## src/rtl/timed_seq_prog.sv

```systemverilog
// Programmable timed sequencer: plays a writable table of (word, duration) steps
// once or in a loop, with durations counted in ticks of a divided time base.
module timed_seq_prog #(
    parameter int  MAIN_HZ   = 50_000_000,
    parameter int  TICK_HZ   = 1_000,
    parameter int  DATA_BITS = 8,
    parameter int  STEPS     = 16,
    parameter int  DUR_BITS  = 16,
    localparam int AW        = (STEPS > 1) ? $clog2(STEPS) : 1
) (
    input  logic                 in_clk,
    input  logic                 in_rst,
    input  logic                 in_enable,
    input  logic                 in_start,
    input  logic                 in_loop,
    input  logic [AW:0]          in_len,
    input  logic                 in_wr,
    input  logic [AW-1:0]        in_wr_addr,
    input  logic [DATA_BITS-1:0] in_wr_data,
    input  logic [DUR_BITS-1:0]  in_wr_dur,
    output logic [DATA_BITS-1:0] out_data,
    output logic [AW-1:0]        out_step,
    output logic                 out_busy,
    output logic                 out_done
);

    localparam int              DIV      = MAIN_HZ / TICK_HZ;
    localparam int              PW       = (DIV > 1) ? $clog2(DIV) : 1;
    localparam logic [PW-1:0]   PRE_MAX  = PW'(DIV - 1);
    localparam logic [AW:0]     STEPS_W  = (AW + 1)'(STEPS);
    localparam logic [DUR_BITS-1:0] DUR_ONE = DUR_BITS'(1);

    typedef enum logic [1:0] {IDLE, RUN, DONE} state_t;

    state_t                 state_reg, state_next;
    logic [AW-1:0]          step_reg, step_next;
    logic [DATA_BITS-1:0]   data_reg, data_next;
    logic [DUR_BITS-1:0]    remain_reg, remain_next;
    logic [PW-1:0]          presc_reg, presc_next;
    logic [AW:0]            len_reg, len_next;

    logic [DATA_BITS-1:0]   data_mem [STEPS];
    logic [DUR_BITS-1:0]    dur_mem  [STEPS];

    logic [AW:0]            len_eff;
    logic [AW:0]            step_inc;
    logic                   last_step;
    logic                   start_ok;
    logic                   tick;
    logic [AW-1:0]          rd_addr;
    logic [DATA_BITS-1:0]   rd_data;
    logic [DUR_BITS-1:0]    rd_dur;
    logic [DUR_BITS-1:0]    entry_dur;

    // Table write port; no reset so the arrays can map onto RAM.
    always_ff @(posedge in_clk) begin
        if (in_wr) begin
            data_mem[in_wr_addr] <= in_wr_data;
            dur_mem[in_wr_addr]  <= in_wr_dur;
        end
    end

    assign len_eff   = (in_len > STEPS_W) ? STEPS_W : in_len;
    assign start_ok  = in_start && (len_eff != '0);
    assign step_inc  = {1'b0, step_reg} + (AW + 1)'(1);
    assign last_step = (step_inc >= len_reg);
    assign tick      = (presc_reg == PRE_MAX);

    // Only one entry can happen per edge, so a single read address serves
    // start, advance and wrap; reading before the write edge yields old contents.
    assign rd_addr   = (start_ok || last_step) ? '0 : step_inc[AW-1:0];
    assign rd_data   = data_mem[rd_addr];
    assign rd_dur    = dur_mem[rd_addr];
    assign entry_dur = (rd_dur == '0) ? DUR_ONE : rd_dur;

    always_ff @(posedge in_clk or posedge in_rst) begin
        if (in_rst) begin
            state_reg  <= IDLE;
            step_reg   <= '0;
            data_reg   <= '0;
            remain_reg <= '0;
            presc_reg  <= '0;
            len_reg    <= '0;
        end else begin
            state_reg  <= state_next;
            step_reg   <= step_next;
            data_reg   <= data_next;
            remain_reg <= remain_next;
            presc_reg  <= presc_next;
            len_reg    <= len_next;
        end
    end

    always_comb begin
        state_next  = state_reg;
        step_next   = step_reg;
        data_next   = data_reg;
        remain_next = remain_reg;
        presc_next  = presc_reg;
        len_next    = len_reg;

        if (start_ok) begin
            // Restart wins over any tick falling in the same cycle.
            state_next  = RUN;
            step_next   = '0;
            data_next   = rd_data;
            remain_next = entry_dur;
            presc_next  = '0;
            len_next    = len_eff;
        end else if (state_reg == RUN && in_enable) begin
            presc_next = tick ? '0 : presc_reg + PW'(1);
            if (tick) begin
                if (remain_reg > DUR_ONE) begin
                    remain_next = remain_reg - DUR_ONE;
                end else if (!last_step || in_loop) begin
                    step_next   = rd_addr;
                    data_next   = rd_data;
                    remain_next = entry_dur;
                end else begin
                    state_next = DONE;
                end
            end
        end
    end

    assign out_data = data_reg;
    assign out_step = step_reg;
    assign out_busy = (state_reg == RUN);
    assign out_done = (state_reg == DONE);

endmodule

```

## config.mk

```make
export PLATFORM = sky130hd
export DESIGN_NAME = timed_seq_prog
export DESIGN_NICKNAME = d
export VERILOG_FILES = /design/src/rtl/timed_seq_prog.sv
export SDC_FILE = /design/constraint.sdc
export NUM_CORES = 1
export LEC_CHECK = 0
export ABC_CLOCK_PERIOD_IN_PS = 3700
export CORE_UTILIZATION = 50
export CTS_CLUSTER_DIAMETER = 80
export CTS_CLUSTER_SIZE = 12
export DETAILED_ROUTE_END_ITERATION = 16
export PLACE_DENSITY_LB_ADDON = 0.25
export SLEW_MARGIN = 10
export SYNTH_ARGS = -nofsm -noshare
export SYNTH_HDL_FRONTEND = slang
export SYNTH_SLANG_ARGS = --single-unit
```

## constraint.sdc

```tcl
create_clock -name in_clk -period 3.7 [get_ports in_clk]
set_clock_uncertainty 0.15 [all_clocks]
set_input_delay 0.37 -clock in_clk [delete_from_list [all_inputs] [get_ports in_clk]]
set_output_delay 0.37 -clock in_clk [all_outputs]
set_load 0.05 [all_outputs]
```

==> results of run 1 <==
Yosys cell counts, types with 3 or more instances:
library cell  number
o22a_1             3
o21ai_1           11
o211ai_1          16
clkbuf_1          53
or2_2              3
nor3_1            22
edfxtp_1         384
buf_1             11
nand2_1          160
a221oi_1           7
and2_1             4
xnor2_1            3
mux2_2             8
a211oi_1          10
o31ai_1            6
ha_1               9
mux2i_1           48
a22oi_1            7
a311oi_1           5
o2111ai_1          3
a31oi_1           17
a32oi_1            4
nor2_1            54
nand2b_1          44
buf_2             19
o21ai_0          110
o311ai_0          35
a221o_1            3
inv_1             15
dfrtp_1           51
or4_1              6
o22ai_1           11
o21a_1             6
o31a_1             4
o221ai_1           6
a21oi_1           62
nand3_1           61
a2bb2oi_1          5
and3_1            18
nand4_1            4
nor2b_1           16
xor2_1             4
nand3b_1          24
layout make-up:
type                    instances  area [µm²]  area share (%)
repair buffers                169        1569           7.169
inverters                      16       60.06          0.2744
multi-input cells             863        5600           25.59
flip-flops and latches        435       12810           58.55
well taps                     468       585.6           2.676
clock buffers                  77        1246           5.694
clock inverters                 1       11.26         0.05145
routing by layer:
layer	routed length (µm)	vias to the layer above	GRT usage (%)
met5	0	-	0
met1	21070	6201	38.55
met2	22630	602	40.10
met3	4511	95	4.244
li1	-	5648	-
met4	1424	0	8.730
critical path: stages (launching register included):
cell and delay [ns]:
dfrtp_4 0.49, ha_4 0.19, and3_4 0.17, ha_4 0.21
a21o_1 0.19, or3_4 0.42, buf_4 0.17, a21oi_4 0.27
nand2_4 0.11, buf_4 0.19, nor3_1 0.26, a31oi_2 0.09
or4_4 0.57, o31ai_4 0.17
cells by family (layout without fill, tap and decap cells):
kind of cell | count (synthesis) | in the layout
fa+ha+maj | 9 | 9
simple gates | 433 | 433
flops | 435 | 435
compound gates | 356 | 357
buf+inv | 102 | 263
xor+xnor | 7 | 7
mux | 57 | 57
report_power, final:
part	internal [mW]	switching, mW	leakage (nW)
Clock	2.27	1.78	0.598
Combinational	0.763	1.28	2.62
Sequential	5.52	0.121	4.12
worst max path at each step:
stage / from / end / slack [ns] / depth (start not counted)
6_report: out_step[0] / remain_reg[0] / -0.03 / 13
5_1_grt: out_step[0] / remain_reg[0] / -0.12 / 14
4_1_cts: out_step[0] / remain_reg[0] / 0.0003 / 15
3_5_place_dp: out_step[0] / remain_reg[9] / -0.14 / 13
3_3_place_gp: out_step[0] / remain_reg[0] / -0.07 / 14
2_1_floorplan: out_step[1] / remain_reg[0] / 0.02 / 13
repair_timing:
action,4_1_cts,5_1_grt
resized for setup,15,32
cloned,2,1
setup buffers,4,11
pin swaps,5,18
endpoints found under the setup margin,9,16
==> results.tsv, run 1 <==
stage	metric	value	unit
drt	wire_per_inst	24.46	µm
sta	holdWs	0.1021	ns
layout	nets	1575	
min_path	min_path_type	in2async	
critical_path	critical_path_arrival	4.05	ns
floorplanning	pin_count	53	
synthesis	synth_area_leaders	edfxtp_1 (62%), dfrtp_1 (6.9%), nand2_1 (3.3%)	
sta	post-route-min-period	3.728	ns
clock_tree	clock_latency	0.55	ns
clock_tree	path_clk_slew	0.06	ns
drt	vias	12550	
synthesis	synth-seq-area-share	69.33	%
sta	setup_slack	-0.02825	ns
global_route	antenna_found_initial	0	
sta	slew_headroom	39.36	%
power_and_ir_drop	power.total	11.73	mW
layout	area_delta_synth_final	18.48	%
synthesis	synth-adder-area-share	0.6096	%
synthesis	ys_warn_count	0	
drt	wirelength	49.64	mm
placement	post_dp_cell_area	0.02026	mm²
layout	fillCellCount	2837	
layout	layout-drive-gt1-share	15.25	%
global_route	grt_pass1_vias	12010	
synthesis	muxShareOfSynthArea	3.211	%
synthesis	synth_top_area_share	62.42	%
layout	mostFrequentLayoutCell	edfxtp_1	
layout	fin_area	0.02189	mm²
synthesis	synth_top_family_by_area	compound AO/OA/AOI/OAI gates	
sta	final.setup.tns	-0.02825	ns
synthesis	synth_edf_count	384	
clock_tree	htreeDepth	2	
critical_path	worstReg2RegStart	out_step[0]	
layout	fin_cells	2029	
synthesis	synthArstFlopShare	11.72	%
layout	diodes	0	
layout	final_cell_mix	edfxtp_1 (384), nand2_1 (159), o21ai_0 (103), buf_4 (101), a21oi_1 (61)	
global_route	grt_max_degree	168	
critical_path	path_class	reg2reg	
synthesis	synth_ff_type	edfxtp_1	
layout	largest_reg_flops	256	
drt	drt_iter0_drc	1477	
power_and_ir_drop	ir_worst_vdd	0.0003191	V
placement	portBuffers	52	
sta	hold_viol	0	
clock_tree	root_buffer	clkbuf_16	
synthesis	synthSimpleGateAreaFrac	11.65	%
placement	place_congestion	0.9059	
global_route	overflow	0	
synthesis	yosys.area.top_type	edfxtp_1	
synthesis	ys_ff_latch	435	
placement	post-place-ws	-0.1420	ns
clock_tree	cts_buffer_depth	3	
synthesis	synthCells	1399	
drt	drc	0	
global_route	grtUsageTotal	26.28	%
critical_path	r2r_cells	13	
floorplanning	die_x	194.2	µm
run_status	failed_checks	negative setup slack	
layout	reg_top3	dur_mem: 256 flops, data_mem: 128 flops	
floorplanning	die_h	194.2	µm
clock_tree	cts_sinks	435	
layout	final_util	59.92	%
critical_path	r2r_slack	-0.03	ns
run_status	status	complete, but fails checks	
power_and_ir_drop	power_density	535.9	mW/mm²
floorplanning	die_area	0.03772	mm²
critical_path	r2r_end	remain_reg[0]	
clock_tree	cts_hold_buf	0	
run	maxCapViolations	0	
placement	hpwlAfterDp	29.15	mm
placement	dp_cells	1934	
global_route	grt_pass1_wl	73.97	mm
clock_tree	numCtsBuffers	42	
drt	ant_nets	0	
synthesis	synth-xor-area-share	0.3319	%
synthesis	avgSynthCellArea	13.20	µm²
power_and_ir_drop	cellLeakagePower	7.335	nW
critical_path	critPathMaxFanout	8	
critical_path	critPathCaptureType	register	
drt	firstDrtPassIters	5	
synthesis	synth.net_count	1447	
floorplanning	start_util	50.58	%
sta	fmax	0.2682	GHz
sta	setup_violations	1	
drt	vias_per_cell	6.183	
sta	final_max_slew_viol_count	0	
floorplanning	num_rows	70	
sta	timing.final.crit_share	100.8	%
clock_tree	cts_tree	yes	
critical_path	critPathLaunchType	register	
floorplanning	core_area	0.03652	mm²
layout	top_register	dur_mem	
synthesis	synth_compound_area_share	12.58	%
sta	rsz0062_at_grt	true	
synthesis	yosysUniqueCellTypes	77	
synthesis	syn_area	0.01847	mm²
sta	tightest_slew	0.9097	ns
critical_path	cp_data_required_time	4.02	ns
Note: power is estimated with default switching activity, not from simulation.
==> inputs of run 2 (changes only) <==
- ABC_CLOCK_PERIOD_IN_PS: 3700 -> not set
==> results of run 2 <==
Same layout as run 1: the final DEF is identical, and so are final timing and power.
==> inputs of run 3 (changes only) <==
- CORE_UTILIZATION: 50 -> 56
==> run 3 against run 2 <==
Net effect:
- the run now ends clean
- cell count decreased by 2.4%
- sequential share of layout area increased by 0.57 points
- critical endpoint unchanged
- setup slack improved by 0.090 ns
- critical path type unchanged
- sequential power about the same
- largest power group unchanged
- cell area decreased by 0.97%
- count of clock-buffer cells in the layout decreased by 19
- die area decreased by 11%
- flip-flop and latch count unchanged
- total power decreased by 1.4%
==> results.tsv, run 3 (synthesis gave the netlist of run 1 again) <==
stage	metric	value	unit
run_status	status	completed	
drt	dr_wl_met3	4.841	mm
drt	drc	0	
clock_tree	cts_tree	yes	
critical_path	path_class	reg2reg	
clock_tree	numCtsBuffers	42	
clock_tree	cts_hold_buf	0	
critical_path	critPathCaptureType	register	
power_and_ir_drop	power_density	533.5	mW/mm²
clock_tree	cts_sinks	435	
sta	final_max_slew_viol_count	0	
floorplanning	die_x	183.6	µm
clock_tree	cts_buffer_depth	3	
critical_path	critPathLaunchType	register	
critical_path	cp_data_required_time	4.00	ns
floorplanning	num_rows	66	
global_route	grt_pass1_wl	71.84	mm
layout	fillCellCount	2300	
power_and_ir_drop	power.total	11.56	mW
floorplanning	pin_count	53	
drt	vias	12580	
layout	largest_reg_flops	256	
layout	area_delta_synth_final	17.33	%
placement	place_congestion	0.9390	
drt	vias_per_cell	6.351	
sta	tightest_slew	0.8813	ns
floorplanning	die_h	183.6	µm
clock_tree	clock_latency	0.54	ns
critical_path	r2r_slack	0.06	ns
critical_path	r2r_end	remain_reg[0]	
drt	firstDrtPassIters	5	
sta	hold_viol	0	
global_route	grtUsageTotal	28.69	%
placement	post-place-ws	-0.2054	ns
critical_path	worstReg2RegStart	out_step[0]	
sta	fmax	0.2749	GHz
drt	wl_met2	21.62	mm
layout	nets	1570	
floorplanning	start_util	56.78	%
layout	fin_area	0.02167	mm²
layout	layout-drive-gt1-share	14.94	%
sta	rsz0062_at_grt	true	
layout	final_cell_mix	edfxtp_1 (384), nand2_1 (159), o21ai_0 (101), buf_4 (93), nand3_1 (61)	
placement	hpwlAfterDp	29.27	mm
global_route	antenna_found_initial	0	
sta	setup_slack	0.06192	ns
floorplanning	die_area	0.03372	mm²
critical_path	r2r_cells	13	
drt	wl_met1	20.01	mm
run	maxCapViolations	0	
sta	setup_violations	0	
power_and_ir_drop	ir_worst_vdd	0.0003539	V
sta	final.setup.tns	0	ns
layout	reg_top3	dur_mem: 256 flops, data_mem: 128 flops	
global_route	overflow	0	
sta	slew_headroom	41.25	%
clock_tree	path_clk_slew	0.06	ns
drt	drt_iter0_drc	1534	
power_and_ir_drop	cellLeakagePower	7.244	nW
layout	mostFrequentLayoutCell	edfxtp_1	
drt	top_layer_used	met4	
global_route	grt_max_degree	183	
sta	post-route-min-period	3.638	ns
clock_tree	htreeDepth	2	
layout	top_register	dur_mem	
drt	wirelength	48.04	mm
critical_path	critical_path_arrival	3.94	ns
drt	ant_nets	0	
min_path	min_path_type	in2async	
drt	wire_per_inst	24.25	µm
layout	diodes	0	
placement	portBuffers	52	
clock_tree	root_buffer	clkbuf_16	
sta	timing.final.crit_share	98.33	%
floorplanning	core_area	0.03254	mm²
global_route	grt_pass1_vias	11870	
placement	post_dp_cell_area	0.02016	mm²
critical_path	critPathMaxFanout	6	
-- run 3: metal layers --
metal | track usage (%) | vias to the layer above
li1 | - | 5627
met1 | 42.55 | 6203
met2 | 42.86 | 639
met3 | 4.952 | 113
met4 | 10.13 | 0
met5 | 0 | -
-- run 3: power by group --
part,total (mW),internal (mW),leakage [nW],switching (mW)
combinational,2.05,0.761,2.55,1.29
sequential,5.63,5.52,4.12,0.113
clock,3.88,2.16,0.573,1.71
total,11.6,8.44,7.24,3.12
-- run 3: how the worst max path moves through the flow --
stage,start,endpoint,cells after the start
final,out_step[0],remain_reg[0],13
after global routing,out_step[0],remain_reg[0],13
after CTS,out_step[0],remain_reg[0],13
after detailed placement,out_step[0],remain_reg[0],13
after global placement,out_step[0],remain_reg[0],13
after floorplan,out_step[1],remain_reg[0],13
-- run 3: per-stage QoR --
stage                     util (%)  std cells  hold WS, ns
after floorplan                  -       1399       0.2928
after global placement       61.95       1901       0.3150
after detailed placement     61.95       1901       0.3291
after CTS                    65.82       1966       0.1507
after global routing         66.61       1981       0.2078
final                        66.61       1981       0.1169
-- run 3: critical path, cell delays in order, from the launching register on --
cell	delay, ns
dfrtp_4	0.48
ha_4	0.18
and3_4	0.18
ha_4	0.21
a21o_1	0.19
or3_4	0.37
a211oi_4	0.36
buf_4	0.19
o21ai_1	0.05
a2bb2oi_1	0.15
nor3_1	0.15
o211ai_1	0.14
or4_4	0.51
o31ai_2	0.22
-- run 3: final cells by class --
| type | instances | area [µm²] | share of cell area [%] |
|---|---|---|---|
| clock buffers | 58 | 1154 | 5.323 |
| clock inverters | 3 | 36.28 | 0.1674 |
| inverters | 16 | 60.06 | 0.2771 |
| multi-input cells | 864 | 5583 | 25.76 |
| flip-flops and latches | 435 | 12810 | 59.12 |
| well taps | 442 | 553.0 | 2.552 |
| repair buffers | 163 | 1474 | 6.801 |
-- run 3: repair_timing --
action                                 4_1_cts  5_1_grt
endpoints found under the hold margin        0        0
buffers inserted                             2       14
gates resized for setup                      6       43
pin swaps                                    4       20
setup endpoints to repair                    6       16
cloned                                       2        1
==> variant (config.mk and constraints of run 3) <==
Change the parameter `DATA_BITS` from 8 to 12.
--- a/src/rtl/timed_seq_prog.sv
+++ b/src/rtl/timed_seq_prog.sv
@@ -3,7 +3,7 @@
 module timed_seq_prog #(
     parameter int  MAIN_HZ   = 50_000_000,
     parameter int  TICK_HZ   = 1_000,
-    parameter int  DATA_BITS = 8,
+    parameter int  DATA_BITS = 12,
     parameter int  STEPS     = 16,
     parameter int  DUR_BITS  = 16,
     localparam int AW        = (STEPS > 1) ? $clog2(STEPS) : 1
Ports: changed (resized in_wr_data and out_data); port bits go from 53 to 61. The function was not compared with the original's and may differ.
==> variant against run 3 <==
  * Cell area is 12% higher
  * Non-clock buffer count is 7 higher
  * Worst hold slack worse by 0.0066 ns
  * Final cell count is 3.9% higher
  * Synthesized cell count is 2.1% higher
  * Power is 29% higher
  * Die area is 12% higher
  * Sequential cell count is 68 higher
  * Area after synthesis is 13% higher
  * Critical path depth stayed put
  * Worst setup slack better by 0.0036 ns
  * Largest cell class unchanged
  * Critical endpoint is now out_data[9]
  * Wire length is 9.1% higher
==> variant: results (changes against run 3) <==
logic_synthesis:
  avgSynthCellArea_sq_um: 14.6  # was 13.2 sq um
  synth_commonest_cells: "edfxtp_1, nand2_1, mux2i_1, a211oi_1, o21ai_0"  # was edfxtp_1, nand2_1, o21ai_0, a21oi_1, nand3_1
  synth_top_cells_by_area: "edfxtp_1, dfrtp_1, mux2i_1, a211oi_1, nand2_1"  # was edfxtp_1, dfrtp_1, nand2_1, o21ai_0, mux2i_1
  yosysSeqAreaShare_pct: 71.3  # was 69.3%
  synth_cell_types: 76  # was 77
  synth_edf_count: 448  # was 384
  async_flop_share_pct: 10.9  # was 11.7%
  synth.net_count: 1480  # was 1447
global_routing:
  grt_usage_pct: 27.7  # was 28.7%
  first_global_vias: 12842  # was 11866
  met3_usage_pct: 5.05  # was 4.95%
  grt_antenna_before_repair: 1  # was 0
  use_met1_pct: 41.0  # was 42.6%
  grt_first_pass_wirelength_um: 78100  # was 71800 um
  grt_start_max_net_pins: 58  # was 183
  grt_use_met2_pct: 42.6  # was 42.9%
sta:
  tightest_slew_ns: 0.797  # was 0.881 ns
worst_setup_path:
  cp.arrival_ns: 3.91  # was 3.94 ns
  slowest_stage: "dfrtp_4"  # was or4_4
  cp_max_fo: 11  # was 6
final_layout:
  finalNetCount: 1613  # was 1570
  top_regs: "dur_mem (256), data_mem (192)"  # was dur_mem (256), data_mem (128)
  drive_above_1_share_pct: 15.6  # was 14.9%
  final_cell_count_no_fill: 2059  # was 1981
pwr:
  design_power_total_mw: 15.0  # was 11.6 mW
  p_leak_nw: 8.02  # was 7.24 nW
  seq_power_share_pct: 44.1  # was 48.7%
  p_int_mw: 10.4  # was 8.44 mW
  p_clk_share_pct: 28.9  # was 33.5%
  vdd_drop_max_v: 0.000374  # was 0.000354 V
placed_design:
  place_congestion: 0.894  # was 0.939
  post-place-ws_ns: -0.118  # was -0.205 ns
  dp_cells: 1963  # was 1901
  hpwl_um: 29500  # was 29300 um
  port_buffers: 60  # was 52
routing:
  wl_met2_um: 23800  # was 21600 um
  drt_iter0_drc: 1586  # was 1534
  highest_layer: "met4"  # unchanged
  routed_wl_um: 52400  # was 48000 um
  first_pass_iters: 6  # was 5
  wl_met3_um: 5280  # was 4840 um
  viasPerCell: 6.48  # was 6.35
  drc: 0  # unchanged
  wl_met1_um: 22100  # was 20000 um
clock_network:
  clk_latency_ns: 0.56  # was 0.54 ns
  cts.clk_slew.worst_paths_ns: 0.06  # about the same
  postCtsSetupRepairBufs: 0  # was 2
  cts_inserted_buffers: 47  # was 42
  cts.htree.levels: 2  # unchanged
  cts_root_buf: "clkbuf_16"  # unchanged
worst_hold_path:
  hold_class: "in -> async"  # unchanged
run_status:
  status: "finished clean"  # unchanged
==> variant: cell types whose count changed in the layout (fill, tap and decap cells not counted), moves of 14 or more <==
cell	run 3	this run
o21ai_1	16	2
mux2i_1	48	90
nand3_1	61	21
o311ai_0	33	0
clkbuf_1	14	28
nand2_1	159	126
edfxtp_1	384	448
a211oi_1	7	75
nand2b_1	44	3
o21ai_0	101	74
==> variant: kinds of logic after synthesis <==
logic type      synth area share (%)
simple gates                    7.51
compound gates                  12.1
fa+ha+maj                      0.542
xor+xnor                       0.506
mux                             5.74
buf+inv                         2.24
flops                           71.3
==> variant: final cells by class <==
class / instances / area (sq um)
fillers: 2533 / 12400
flip-flops and latches: 503 / 14800
multi-input cells: 825 / 5810
repair buffers: 170 / 1630
well taps: 468 / 586
clock buffers: 76 / 1310
clock inverters: 2 / 25.0
inverters: 14 / 52.6
diodes: 1 / 2.50
==> variant: worst paths after layout <==
check	from	end	slack, ns	depth (start not counted)
setup / recovery	out_step[0]	out_data[9]	0.07	13
hold / removal	in_rst	presc_reg[2]	0.11	2
setup reg to reg	out_step[0]	out_data[9]	0.07	13
hold reg to reg	remain_reg[6]	remain_reg[6]	0.32	2
max in group asynchronous	in_rst	out_data[5]	2.47	3
min in group in_clk	in_len[0]	len_reg[0]	0.31	3
==> variant: stage by stage <==
step,hold slack (ns),area [sq um]
finish,0.110,24300
global route,0.162,24300
CTS,0.134,23900
detailed placement,0.316,22500
global placement,0.309,22500
floorplan,0.292,20800
==> variant: critical path, delay by kind of cell, from the launching register on <==
kind                     cells  cell delay (ns)
multiplexers                 1             0.23
AND/OR/NAND/NOR              2             0.54
adder cells (fa/ha/maj)      2             0.51
AO/OA/AOI/OAI                5             1.01
flip-flops                   1             0.50
buffers and inverters        3             0.52
